### config.mk
export PLATFORM = sky130hd
export DESIGN_NAME = banner_scroller_flat
export DESIGN_NICKNAME = d
export VERILOG_FILES = /design/src/rtl/banner_scroller_if.sv /design/src/rtl/banner_scroller.sv /design/src/flat_wrapper.sv
export SDC_FILE = /design/constraint.sdc
export NUM_CORES = 1
export LEC_CHECK = 0
export ABC_CLOCK_PERIOD_IN_PS = 2000
export CAP_MARGIN = 15
export CORE_ASPECT_RATIO = 1.75
export CORE_UTILIZATION = 31
export DETAILED_ROUTE_END_ITERATION = 8
export GPL_ROUTABILITY_DRIVEN = 0
export PLACE_DENSITY_LB_ADDON = 0.05
export SLEW_MARGIN = 20
export SYNTH_ARGS = -nofsm -noshare
export SYNTH_HDL_FRONTEND = slang
export SYNTH_SLANG_ARGS = --single-unit
export TNS_END_PERCENT = 20
### constraint.sdc
create_clock -name i_clk -period 2 [get_ports i_clk]
set_input_delay 0.4 -clock i_clk [delete_from_list [all_inputs] [get_ports i_clk]]
set_output_delay 0.4 -clock i_clk [all_outputs]
set_load 0.02 [all_outputs]
### src/rtl/banner_scroller_if.sv
// rtl/banner_scroller_if.sv - row handshake bundle between banner_scroller and the LED row driver
// Modports:
//   master : drives row_valid, row_index, row_pixels; samples row_ready
//   slave  : samples row_valid, row_index, row_pixels; drives row_ready
interface banner_scroller_if #(
    parameter int WIN = 16
);
    logic           row_valid;
    logic           row_ready;
    logic [3:0]     row_index;
    logic [WIN-1:0] row_pixels;

    modport master (
        output row_valid,
        output row_index,
        output row_pixels,
        input  row_ready
    );

    modport slave (
        input  row_valid,
        input  row_index,
        input  row_pixels,
        output row_ready
    );
endinterface

### src/rtl/banner_scroller.sv
// rtl/banner_scroller.sv - banner ROM row reader with horizontal scroll window
// Optional feature macro: BANNER_SCROLL_EN (defined = scrolling; undefined = offset fixed at 0)
// Ports:
//   i_clk, i_rst   : clock, synchronous active-high reset
//   i_enable       : frames run continuously while high
//   o_rom_addr     : ROM row address (ROM registers it, data returns next cycle)
//   i_rom_data     : ROM word, column 0 in the MSB
//   o_frame_done   : one-cycle pulse after the last row of a frame is accepted
//   o_offset       : current scroll offset, 0..WIDTH-1
//   row_bus        : row_valid/row_ready handshake carrying row_index and row_pixels
module banner_scroller #(
    parameter int ROWS      = 15,
    parameter int WIDTH     = 71,
    parameter int WIN       = 16,
    parameter int FRAME_DIV = 4
) (
    input  logic              i_clk,
    input  logic              i_rst,
    input  logic              i_enable,
    output logic [4:0]        o_rom_addr,
    input  logic [WIDTH-1:0]  i_rom_data,
    output logic              o_frame_done,
    output logic [6:0]        o_offset,
    banner_scroller_if.master row_bus
);

    if (FRAME_DIV < 1) begin : g_frame_div_check
        $error("banner_scroller: FRAME_DIV must be at least 1");
    end

    typedef enum logic [1:0] {
        S_IDLE,
        S_ADDR,
        S_FETCH,
        S_PRESENT
    } state_t;

    state_t               r_state;
    state_t               w_state_next;
    logic [3:0]           r_row;
    logic [WIN-1:0]       r_pixels;
    logic                 r_frame_done;
    logic                 w_row_valid;
    logic                 w_accept;
    logic                 w_last_row;
    logic                 w_frame_end;
    logic [6:0]           w_offset;
    logic [2*WIDTH-1:0]   w_dbl_word;
    logic [7:0]           w_shift;
    logic [WIN-1:0]       w_window;

    assign w_accept    = (r_state == S_PRESENT) && row_bus.row_ready;
    assign w_last_row  = (r_row == 4'(ROWS - 1));
    assign w_frame_end = w_accept && w_last_row;

    // State register
    always_ff @(posedge i_clk) begin
        if (i_rst) begin
            r_state <= S_IDLE;
        end else begin
            r_state <= w_state_next;
        end
    end

    // Next state and handshake output; enable is only consulted in IDLE and
    // at the end of a frame, so a frame in flight always runs to completion.
    always_comb begin
        w_state_next = r_state;
        w_row_valid  = 1'b0;
        case (r_state)
            S_IDLE: begin
                if (i_enable) begin
                    w_state_next = S_ADDR;
                end
            end
            S_ADDR: begin
                w_state_next = S_FETCH;
            end
            S_FETCH: begin
                w_state_next = S_PRESENT;
            end
            S_PRESENT: begin
                w_row_valid = 1'b1;
                if (row_bus.row_ready) begin
                    if (w_last_row && !i_enable) begin
                        w_state_next = S_IDLE;
                    end else begin
                        w_state_next = S_ADDR;
                    end
                end
            end
            default: begin
                w_state_next = S_IDLE;
            end
        endcase
    end

    // Row counter doubles as the ROM address, so it only moves on acceptance.
    always_ff @(posedge i_clk) begin
        if (i_rst) begin
            r_row        <= '0;
            r_pixels     <= '0;
            r_frame_done <= 1'b0;
        end else begin
            r_frame_done <= w_frame_end;
            if (w_accept) begin
                r_row <= w_last_row ? 4'd0 : r_row + 4'd1;
            end
            if (r_state == S_FETCH) begin
                r_pixels <= w_window;
            end
        end
    end

`ifdef BANNER_SCROLL_EN
    localparam int FCW = (FRAME_DIV > 1) ? $clog2(FRAME_DIV) : 1;

    logic [FCW-1:0] r_frame_cnt;
    logic [6:0]     r_offset;

    // Offset moves in the same edge that raises frame_done, so the whole of
    // the next frame sees the new value.
    always_ff @(posedge i_clk) begin
        if (i_rst) begin
            r_frame_cnt <= '0;
            r_offset    <= '0;
        end else if (w_frame_end) begin
            if (r_frame_cnt == FCW'(FRAME_DIV - 1)) begin
                r_frame_cnt <= '0;
                r_offset    <= (r_offset == 7'(WIDTH - 1)) ? 7'd0 : r_offset + 7'd1;
            end else begin
                r_frame_cnt <= r_frame_cnt + 1'b1;
            end
        end
    end

    assign w_offset = r_offset;
`else
    assign w_offset = '0;
`endif

    // Two copies of the word back to back make the wrap past column WIDTH-1
    // a plain right shift: column c sits at bit 2*WIDTH-1-c, so the window
    // whose MSB is column offset starts WIN bits above bit 2*WIDTH-WIN-offset.
    assign w_dbl_word = {i_rom_data, i_rom_data};
    assign w_shift    = 8'(2 * WIDTH - WIN) - {1'b0, w_offset};
    assign w_window   = WIN'(w_dbl_word >> w_shift);

    assign o_rom_addr         = {1'b0, r_row};
    assign o_frame_done       = r_frame_done;
    assign o_offset           = w_offset;
    assign row_bus.row_valid  = w_row_valid;
    assign row_bus.row_index  = r_row;
    assign row_bus.row_pixels = r_pixels;

endmodule

### src/flat_wrapper.sv
// flat-port wrapper written by rule: the top's interface ports become plain ports
module banner_scroller_flat 
#(
    parameter int ROWS      = 15,
    parameter int WIDTH     = 71,
    parameter int WIN       = 16,
    parameter int FRAME_DIV = 4
)
  (i_clk, i_rst, i_enable, o_rom_addr, i_rom_data, o_frame_done, o_offset, row_bus_row_valid, row_bus_row_index, row_bus_row_pixels, row_bus_row_ready);
  banner_scroller_if #(.WIN(WIN)) row_bus_i ();
  input  logic i_clk;
  input  logic i_rst;
  input  logic i_enable;
  output logic [4:0] o_rom_addr;
  input  logic [WIDTH-1:0] i_rom_data;
  output logic o_frame_done;
  output logic [6:0] o_offset;
  output wire logic [$bits(row_bus_i.row_valid)-1:0] row_bus_row_valid;
  output wire logic [$bits(row_bus_i.row_index)-1:0] row_bus_row_index;
  output wire logic [$bits(row_bus_i.row_pixels)-1:0] row_bus_row_pixels;
  input wire logic [$bits(row_bus_i.row_ready)-1:0] row_bus_row_ready;
  assign row_bus_row_valid = row_bus_i.row_valid;
  assign row_bus_row_index = row_bus_i.row_index;
  assign row_bus_row_pixels = row_bus_i.row_pixels;
  assign row_bus_i.row_ready = row_bus_row_ready;
  banner_scroller #(.ROWS(ROWS), .WIDTH(WIDTH), .WIN(WIN), .FRAME_DIV(FRAME_DIV)) u_core (.i_clk(i_clk), .i_rst(i_rst), .i_enable(i_enable), .o_rom_addr(o_rom_addr), .i_rom_data(i_rom_data), .o_frame_done(o_frame_done), .o_offset(o_offset), .row_bus(row_bus_i));
endmodule
# After elaboration in Yosys (flattened, before gate mapping)

Cells that the tools add are included.

Add/subtract/negate cells: 1
Equal/unequal tests: 6
Muxes and demuxes: 6
Reduce and logical (&&, ||, !) cells: 6

Operators by type and width:

| cell                                                | count |
|---|---|
| one-hot mux 2 bit (4 select lines)                  | 1 |
| adder 4 x 1 -> 4 bit, second input constant         | 1 |
| equality test 2 bit, second input constant          | 2 |
| equality test 4 bit, second input constant          | 1 |
| two-way mux 2 bit                                   | 2 |
| two-way mux 4 bit                                   | 1 |
| != test 2 bit, second input constant                | 2 |
| logical AND 1 bit                                   | 3 |
| equality test 2 x 1 -> 1 bit, second input constant | 1 |
| logical NOT 2 bit                                   | 1 |
| two-way mux 1 bit                                   | 2 |
| AND reduction 2 bit                                 | 1 |
| logical NOT 1 bit                                   | 1 |

Register bits after elaboration: 23
Input port bits: 75

# Longest topological paths before layout

Gate-level depths: netlist of run 1.

Depth in word-level cells: 5
Depth in mapped cells: 6
Mapped depth without buffers: 5

# Worst setup path after synthesis of run 1

Ideal clock, no wire load.

Kind: flip-flop to flip-flop
Start point: reg u_core.r_state[1]
End point: reg u_core.r_row[0] (netlist: u_core.row_bus.row_index[0])
Setup time: 68 ps
Arrival: 1273 ps
Setup slack: 659 ps
Cell stages (with the launch flop): 5
Cell sequence: dfxtp_1 ha_1 nand2_2 a311o_1 a21oi_2

Word-level cells in the longest chain between the ends: 2

RTL lines:

| element                | RTL line               | text |
|---|---|---|
| from (decl)            | banner_scroller.sv:38  | `state_t r_state;` |
| from (signal assigned) | banner_scroller.sv:61  | `r_state <= w_state_next;` |
| equality test 2 bit    | banner_scroller.sv:52  | `assign w_accept = (r_state == S_PRESENT) && row_bus.row_ready;` |
| logical AND 1 bit      | banner_scroller.sv:52  |  |
| to (signal assigned)   | banner_scroller.sv:107 | `r_row <= w_last_row ? 4'd0 : r_row + 4'd1;` |
| to (decl)              | banner_scroller.sv:40  | `logic [3:0] r_row;` |

No other way between the ends.
A chain may end at the register's enable or synchronous reset.

# Worst setup path in the final report of run 1

Start point: reg u_core.r_row[0] (netlist: u_core.row_bus.row_index[0])
End point: out o_rom_addr[0]

RTL lines:

| element   | RTL line           | text |
|---|---|---|
| to (decl) | flat_wrapper.sv:14 | `output logic [4:0] o_rom_addr;` |

No word-level cell between the ends.

==> summary.txt, run 1 <==
Clock tree
  • Clock root cell: clkbuf_8
  • Clk_lat worst skew: 0.26 ns
  • CTS tree: yes
  • Hold-fix buffers, CTS: 0
  • Clock Path Buffers: 2
  • H-tree level count: 1
  • Setup bufs post-CTS: 0
  • Clk sinks: 23
  • Resize count post-CTS: 0
  • Clk slew on worst S/H paths: around 0.08 ns
  • Inserted Clock Buffers: 3

Synth
  • Synthesized area: 0.001080 sq mm
  • #FFs+latches synth: 23
  • Avg Cell Area, Syn: 9.472 sq um
  • Synth unique cells: 28
  • Sequential fraction of the synthesis area: 42.64%
  • YS warnings: 0
  • Cells after synthesis: 114

Detailed routing
  • Drt pass-1 iters: 4
  • Via density: 4.445
  • Vias: about 890
  • Routed WL: approximately 2400 um
  • Drt drc: 0
  • Routed Antenna Nets: 0
  • Iteration-0 DRC Markers: 13
  • Drt wl/cell: 11.88 um

STA
  • Hold violation count in the final report: 0
  • Final setup vio count: 0
  • Fin Hold WS: between 0.4 and 0.5 ns
  • Peak Freq: 532.0 MHz
  • RSZ-0062 raised after global routing: false
  • Final critical-path required period: 1.880 ns
  • Tcrit/Tclk final: between 90% and 100%
  • Final worst setup slack: ~0.12 ns
  • Setup TNS: 0 ns
  • Clk_skew: 0.002044 ns
  • Final count of pins violating max slew: 0

Flow run
  • Max_cap viols: 0

Floorplanning
  • I/O pin cnt: 109
  • Die area: 0.003733 sq mm
  • Die Width: 46.62 um
  • Starting Density: 32.11%
  • Core area: between 0.003 and 0.004 sq mm
  • Chip Height: 80.08 um
  • Rows: 28

Global routing
  • Initial antenna violation count: 0
  • Largest net degree at the start of global routing: 17
  • First-pass GRT wire length: about 3700 um
  • GR Overflow Total: 0
  • Vias in the first global route: 822
  • GRT Total Usage: 13.42%

Critical path
  • Required time worst endpoint: 1.60 ns
  • Worst setup SP type: flip-flop
  • Crit-path slowest cell: clkdlybuf4s50_1
  • R2r setup slk: between 0.6 and 0.7 ns
  • Worst path top cell family by delay: buffers and inverters
  • Critical Path End Type: output pin
  • Critical path origin: u_core.row_bus.row_index[0]
  • WP buf/inv: 1
  • Worst path arrival time: 1.48 ns
  • Worst r2r dst: u_core.r_state[0]
  • Critical path peak fanout: 11
  • CP Cell Sequence: clkdlybuf4s50_1
  • CP peak stage delay: 0.68 ns
  • R2R cell count: 5
  • WP depth: 1
  • Crit Path Class: reg -> out
  • Crit path capture: o_rom_addr[0]
  • RR Startpoint: u_core.r_state[1]

Final layout
  • Ant. Diodes: 0
  • Share of cells above drive strength 1: 5.161%
  • Area of the multi-input gates: 494.2 sq um
  • # nets final: 235
  • Area Growth Syn to Fin: 44.50%
  • Filler cell count: 365
  • Register Area: 460.4 sq um

Status
  • Outcome: finished clean

Power
  • P per Cell Area: 1014 mW/mm^2
  • IR drop worst, VDD: between 0.0007 and 0.0008 V
  • Tot Pwr: 1.583 mW
  • Pleak: around 0.58 nW

Placement
  • Post-DP HPWL: 1742 um
  • DP Worst Slack: between 0.2 and 0.3 ns
  • Port bufs: 45

Worst hold path
  • Worst hold path type: reg -> reg
cell usage after synthesis (all sizes together):
cell,n,area (sq um)
nand4b,1,8.760
nor2,20,75.07
dfxtp,23,460.4
clkbuf,1,3.750
ha,4,50.05
o311a,1,10.01
a41oi,2,17.52
nor4,1,6.260
a311o,1,10.01
inv,5,18.77
nand2,3,13.77
o31ai,1,7.510
o22ai,1,6.260
conb,1,3.750
a21oi,4,23.77
o21ai,4,20.02
nand3,1,5.000
o221ai,1,8.760
mux2i,17,170.2
nand4,1,6.260
buf,17,128.9
nand2b,1,6.260
nor2b,3,18.77
registers in the layout, summed over array words and instances (netlist names):
register and cells:
u_core.o_frame_done 1, u_core.r_state 2, u_core.row_bus.row_index 4, u_core.row_bus.row_pixels 16
power breakdown:
part	internal, mW	switching, mW
registers	0.546	0.0561
clock network	0.142	0.144
logic	0.347	0.348
through the flow:
step	std cells	utilization, %	instance area (sq um)
6_report	200	46.39	1560
5_1_grt	200	46.39	1560
4_1_cts	200	46.39	1560
3_5_place_dp	196	45.05	1515
3_3_place_gp	196	45.05	1515
2_1_floorplan	121	-	1106
worst min path at each step:
stage | from | end | slack [ns] | cells after the start
after floorplan | i_rst | u_core.o_frame_done | 0.48 | 1
after global placement | u_core.row_bus.row_pixels[8] | u_core.row_bus.row_pixels[8] | 0.47 | 2
after CTS | u_core.row_bus.row_pixels[8] | u_core.row_bus.row_pixels[8] | 0.50 | 2
after detailed placement | u_core.row_bus.row_pixels[8] | u_core.row_bus.row_pixels[8] | 0.48 | 2
after global routing | u_core.row_bus.row_pixels[5] | u_core.row_bus.row_pixels[5] | 0.52 | 2
final | u_core.row_bus.row_pixels[8] | u_core.row_bus.row_pixels[8] | 0.49 | 2
per-layer routing:
layer / vias to the layer above / GRT usage [%] / routed length (um)
met5: - / 0 / 0
met4: 0 / 6.857 / 29
met3: 4 / 2.247 / 187
met2: 37 / 21.94 / 1197
met1: 402 / 16.02 / 959
li1: 446 / - / -
placed cells by master (no fill, tap or decap), drive strengths merged:
master and count:
clkdlybuf4s50 45, dfxtp 23, nor2 20, mux2i 17
conb 8, inv 5, o21ai 4, ha 4
a21oi 4, clkbuf 4, nor2b 3, nand2 3
buf 3, a41oi 2, nand4 1, nand3 1
nor4 1, nand4b 1, o221ai 1, a311o 1
o22ai 1, nand2b 1, o31ai 1, o311a 1
cells by family (layout without fill, tap and decap cells):
group | count (synthesis) | count (layout) | share of synthesized area (%)
simple gates | 31 | 31 | 12.98
compound gates | 15 | 15 | 9.619
buf+inv | 23 | 57 | 14.02
mux | 17 | 17 | 15.76
fa+ha+maj | 4 | 4 | 4.635
flops | 23 | 23 | 42.64
other cells | 1 | 8 | 0.3473
area by class of cell:
| cell class | count | share of cell area [%] |
|---|---|---|
| repair buffers | 48 | 31.11 |
| inverters | 5 | 1.203 |
| well taps | 45 | 3.609 |
| flip-flops and latches | 23 | 29.51 |
| multi-input cells | 75 | 31.68 |
| clock buffers | 4 | 2.887 |
No activity file was read; power rests on OpenSTA's default activity.
==> inputs of run 2 (changes only) <==
ABC_CLOCK_PERIOD_IN_PS = not set   (was 2000)
CAP_MARGIN = 10   (was 15)
==> results of run 2 <==
The final DEF is identical to that of run 1; final timing and power are the same.
==> inputs of run 3 (changes only) <==
CORE_UTILIZATION = 26   (was 31)
clock period = 1.6 ns   (was 2 ns; I/O delays follow)
==> summary.txt, run 3 (same netlist as run 1, synthesis figures left out) <==
Status
  • Outcome: finished clean

Critical path
  • Worst setup SP type: flip-flop
  • Worst r2r dst: u_core.r_state[0]
  • WP buf/inv: 1 (unchanged)
  • Required time worst endpoint: 1.28 ns (-0.32 ns)
  • R2R cell count: 5 (unchanged)
  • Critical path origin: u_core.row_bus.row_index[3]
  • R2r setup slk: 0.23 ns (-0.38 ns)
  • CP Cell Sequence: clkdlybuf4s50_1
  • Crit-path slowest cell: clkdlybuf4s50_1
  • Worst path top cell family by delay: buffers and inverters
  • Worst path arrival time: 1.23 ns (-0.25 ns)
  • Crit Path Class: reg -> out
  • Critical path peak fanout: 3 (-8)
  • Critical Path End Type: output pin
  • Crit path capture: row_bus_row_index[3]
  • CP peak stage delay: 0.61 ns (-0.07 ns)
  • RR Startpoint: u_core.r_state[0]
  • WP depth: 1 (unchanged)

Power
  • P per Cell Area: 1261 mW/mm^2 (+24%)
  • Pleak: 0.6458 nW (+12%)
  • Tot Pwr: 2.008 mW (+27%)
  • IR drop worst, VDD: 0.0007407 V (-2.1%)

STA
  • Hold violation count in the final report: 0 (unchanged)
  • Peak Freq: around 650 MHz
  • Final count of pins violating max slew: 0 (unchanged)
  • Tcrit/Tclk final: 96.59%
  • Final setup vio count: 0 (unchanged)
  • Clk_skew: 0.002447 ns (+0.0004026 ns)
  • Fin Hold WS: 0.4956 ns (+0.004374 ns)
  • RSZ-0062 raised after global routing: false
  • Setup TNS: 0 ns (unchanged)
  • Final critical-path required period: ~1.5 ns

Floorplanning
  • Starting Density: 27.40% (-4.7 points)
  • I/O pin cnt: 109 (unchanged)
  • Die Width: 50.72 um (+8.8%)
  • Chip Height: 87.25 um (+9.0%)
  • Rows: 30 (+7.1%)
  • Core area: 0.003941 sq mm (+17%)
  • Die area: 0.004425 sq mm (+19%)

Detailed routing
  • Iteration-0 DRC Markers: 14 (+1)
  • Routed WL: 2311 um (-2.7%)
  • Drt pass-1 iters: 4 (unchanged)
  • Via density: 4.335 (-2.5%)
  • Drt drc: 0 (unchanged)
  • Drt wl/cell: 11.06 um (-6.9%)
  • Routed Antenna Nets: 0 (unchanged)
  • Vias: 906 (+1.9%)

Global routing
  • GR Overflow Total: 0 (unchanged)
  • Initial antenna violation count: 0 (unchanged)
  • First-pass GRT wire length: 3864 um (+5.9%)
  • GRT Total Usage: 11.48% (-1.9 points)
  • Largest net degree at the start of global routing: 14 (-3)
  • Vias in the first global route: 906 (+10%)

Clock tree
  • Clk sinks: 23 (unchanged)
  • H-tree level count: 1 (unchanged)
  • Clock root cell: clkbuf_8
  • Clock Path Buffers: 2 (unchanged)
  • Clk_lat worst skew: 0.26 ns (about the same)
  • Clk slew on worst S/H paths: 0.08 ns (about the same)
  • Setup bufs post-CTS: 0 (unchanged)
  • Inserted Clock Buffers: 3 (unchanged)
  • CTS tree: yes

Final layout
  • Max FFs per register: 16 (unchanged)
  • Filler cell count: 432 (+18%)
  • # nets final: 241 (+2.6%)
  • Most frequent cells in the layout: clkdlybuf4s50_1 (39), dfxtp_1 (23), nor2_1 (20)
  • Commonest non-fill, non-tap cell in the layout: clkdlybuf4s50_1
  • Area of the multi-input gates: 494.2 sq um (unchanged)
  • Share of cells above drive strength 1: 8.696% (+3.5 points)
  • Register Area: 460.4 sq um (unchanged)
  • Area Growth Syn to Fin: 47.51%
  • Ant. Diodes: 0 (unchanged)
  • Post-Layout Inst Area: 0.001593 sq mm (+2.1%)
  • Util after Layout: 40.41% (-6.0 points)

Placement
  • Area post-placement: 0.001551 sq mm (+2.4%)
  • Post-DP HPWL: 1793 um (+2.9%)
  • Port bufs: 45 (unchanged)

Flow run
  • Max_cap viols: 0 (unchanged)

Worst hold path
  • Worst hold path type: reg -> reg
  • Min-Delay Path Depth: 2 (unchanged)
run 3: how the worst min path moves through the flow:
stage / startpoint / end
after global routing: u_core.row_bus.row_pixels[3] / u_core.row_bus.row_pixels[3]
after global placement: u_core.row_bus.row_pixels[4] / u_core.row_bus.row_pixels[4]
after floorplan: i_rst / u_core.o_frame_done
final: u_core.row_bus.row_pixels[12] / u_core.row_bus.row_pixels[12]
after CTS: u_core.row_bus.row_pixels[11] / u_core.row_bus.row_pixels[11]
after detailed placement: u_core.row_bus.row_pixels[11] / u_core.row_bus.row_pixels[11]
run 3: area by class of cell:
cell class              instances  area share, %
clock buffers                   4          2.828
inverters                       5          1.178
multi-input cells              75          31.03
flip-flops and latches         23          28.91
well taps                      48          3.771
repair buffers                 54          32.29
run 3: stage by stage:
stage	setup WS, ns	instances
finish	0.05451	209
global route	0.001104	209
CTS	0.02636	209
detailed placement	0.002188	205
global placement	0.02558	205
floorplan	0.2594	121
run 3: what timing repair did:
item                                    CTS  global route
hold buffers                              0             0
pin swaps                                 0             0
gates resized for setup                   5             1
endpoints found under the setup margin    5             1
run 3: per-layer routing:
layer / global-route usage [%] / share of wire [%] / wire length, um
met1: 12.63 / 42 / 972
met3: 1.571 / 7.4 / 170
met4: 7.576 / 1.6 / 38
met2: 20.00 / 49 / 1130
met5: 0 / 0 / 0
run 3: power by group:
part           switching, mW  total (mW)  leakage, nW  internal, mW
clock network          0.179       0.356       0.0228         0.177
logic                  0.455       0.913        0.436         0.458
registers             0.0563       0.738        0.187         0.682
total                  0.690        2.01        0.646          1.32
==> edit: new RTL, settings of run 3 <==
`ROWS` is set to 15 in 2 places; all go to 7.
--- a/src/rtl/banner_scroller.sv
+++ b/src/rtl/banner_scroller.sv
@@ -10,5 +10,5 @@
 //   row_bus        : row_valid/row_ready handshake carrying row_index and row_pixels
 module banner_scroller #(
-    parameter int ROWS      = 15,
+    parameter int ROWS      = 7,
     parameter int WIDTH     = 71,
     parameter int WIN       = 16,
--- a/src/flat_wrapper.sv
+++ b/src/flat_wrapper.sv
@@ -2,5 +2,5 @@
 module banner_scroller_flat 
 #(
-    parameter int ROWS      = 15,
+    parameter int ROWS      = 7,
     parameter int WIDTH     = 71,
     parameter int WIN       = 16,
Formal check against the unedited RTL: no difference found for any inputs over 10 cycles, from zero or initial values and one cycle with i_rst high; that may be too few to reach the edited logic, so the function may still have changed.
==> edit against run 3 <==
Sequential cell count stayed put. Area after synthesis is 3.5% lower. Setup slack better by 14 ps. Power is 5.1% lower. Via count is 7.4% lower. Combinational power is 8.5% lower. Cell area is 2.1% lower. Routed wire length is 7.1% lower. Highest routed layer unchanged.
==> edit: results (changes against run 3) <==
[yosys]
avgSynthCellArea_um2=9.83  ; was 9.47 um2
synth-compound-area-share_pct=7.92  ; was 9.62%
async_flop_share_pct=0  ; unchanged
synth_seq_area_share_pct=44.2  ; was 42.6%
muxShareOfSynthArea_pct=16.3  ; was 15.8%
yosys.cell_types.count=27  ; was 28
yosys_warnings=0  ; unchanged
synthAdderAreaFrac_pct=4.80  ; was 4.63%
synthTopCellsByArea=dfxtp_1, mux2i_1, buf_4  ; unchanged
synthTopCellsByCount=dfxtp_1, nor2_1, mux2i_1  ; unchanged
synthXorXnorAreaFrac_pct=0.840  ; was 0%

[power_and_ir_drop]
p_leak_nw=0.667  ; was 0.646 nW
ir_drop_mv=0.729  ; was 0.741 mV

[routing]
drtIter0Drc=5  ; was 14
wl_met2_mm=1.03  ; was 1.13 mm
wl_met1_um=899  ; was 972 um
avgViaCountPerCell=4.20  ; was 4.33
wl_per_cell_um=10.7  ; was 11.1 um
wl_met3_um=179  ; was 170 um
vias=839  ; was 906

[worst_hold_path]
hold_depth=2  ; unchanged

[worst_setup_path]
r2r-start=u_core.r_state[1]  ; was u_core.r_state[0]
crit_path_start=u_core.row_bus.row_pixels[1]  ; was u_core.row_bus.row_index[3]
arrival_ps=1210  ; was 1230 ps
worst-r2r-cell-count=6  ; was 5
crit_family=buffers and inverters  ; unchanged
regToRegEndpoint=u_core.r_state[0]  ; unchanged
critPathCapture=row_bus_row_pixels[1]  ; was row_bus_row_index[3]
crit_fanout=2  ; was 3
max_stage_delay_ps=620

[grt]
grt_use_met1_pct=11.7  ; was 12.6%
grt_first_pass_wirelength_mm=3.45  ; was 3.86 mm
met2_usage_pct=17.8  ; was 20.0%
antenna_found_initial=0  ; unchanged
grtUsageTotal_pct=10.6  ; was 11.5%
grt_pass1_vias=785  ; was 906
grtUsageMet3_pct=2.84  ; was 1.57%

[cts]
clkTransAtPathRegs_ps=80  ; about the same
cts-root-buf=clkbuf_8  ; unchanged

[sta]
holdWs_ps=495  ; was 496 ps
fmax_mhz=653  ; was 647 MHz
clock_skew_ps=1.75  ; was 2.45 ps

[final_layout]
largest_reg_flops=16  ; unchanged
nets=232  ; was 241
nFillCells=401  ; was 432
final_layout_size_suffix_gt1_share_pct=10.5  ; was 8.70%

[placed_design]
dp_slack_ps=-41.1  ; was 2.19 ps
hpwlAfterDp_mm=1.65  ; was 1.79 mm
place_area_um2=1520  ; was 1550 um2
dp.cells=196  ; was 205

[run_status]
status=finished clean  ; unchanged

[edit: repair_timing]
item / 4_1_cts / 5_1_grt
hold buffers: 0 / 0
endpoints found under the setup margin: 7 / 2
resized for setup: 7 / 2
[edit: layout make-up]
class,instances,area [um2],area share [%]
tap,48,60.1,3.85
sequential,23,460,29.5
clock buffer,3,41.3,2.65
inverter,4,15.0,0.963
multi-input combinational,69,478,30.7
timing repair buffer,52,499,32.0
clock inverter,1,5.00,0.321
[edit: kinds of logic (layout without fill, tap and decap cells)]
family / after synthesis / in the layout
AOI/OAI and AO/OA: 10 / 10
xor gates and xnor gates: 1 / 1
adders and majority gates: 4 / 4
buffers and inverters: 21 / 60
DFF: 23 / 23
muxes: 17 / 17
other: 1 / 8
and+or+nand+nor: 29 / 29
[edit: report_power, final]
| group | internal [mW] | switching, mW | total, mW |
|---|---|---|---|
| clock network | 0.174 | 0.182 | 0.356 |
| logic | 0.421 | 0.414 | 0.835 |
| registers | 0.669 | 0.0449 | 0.714 |
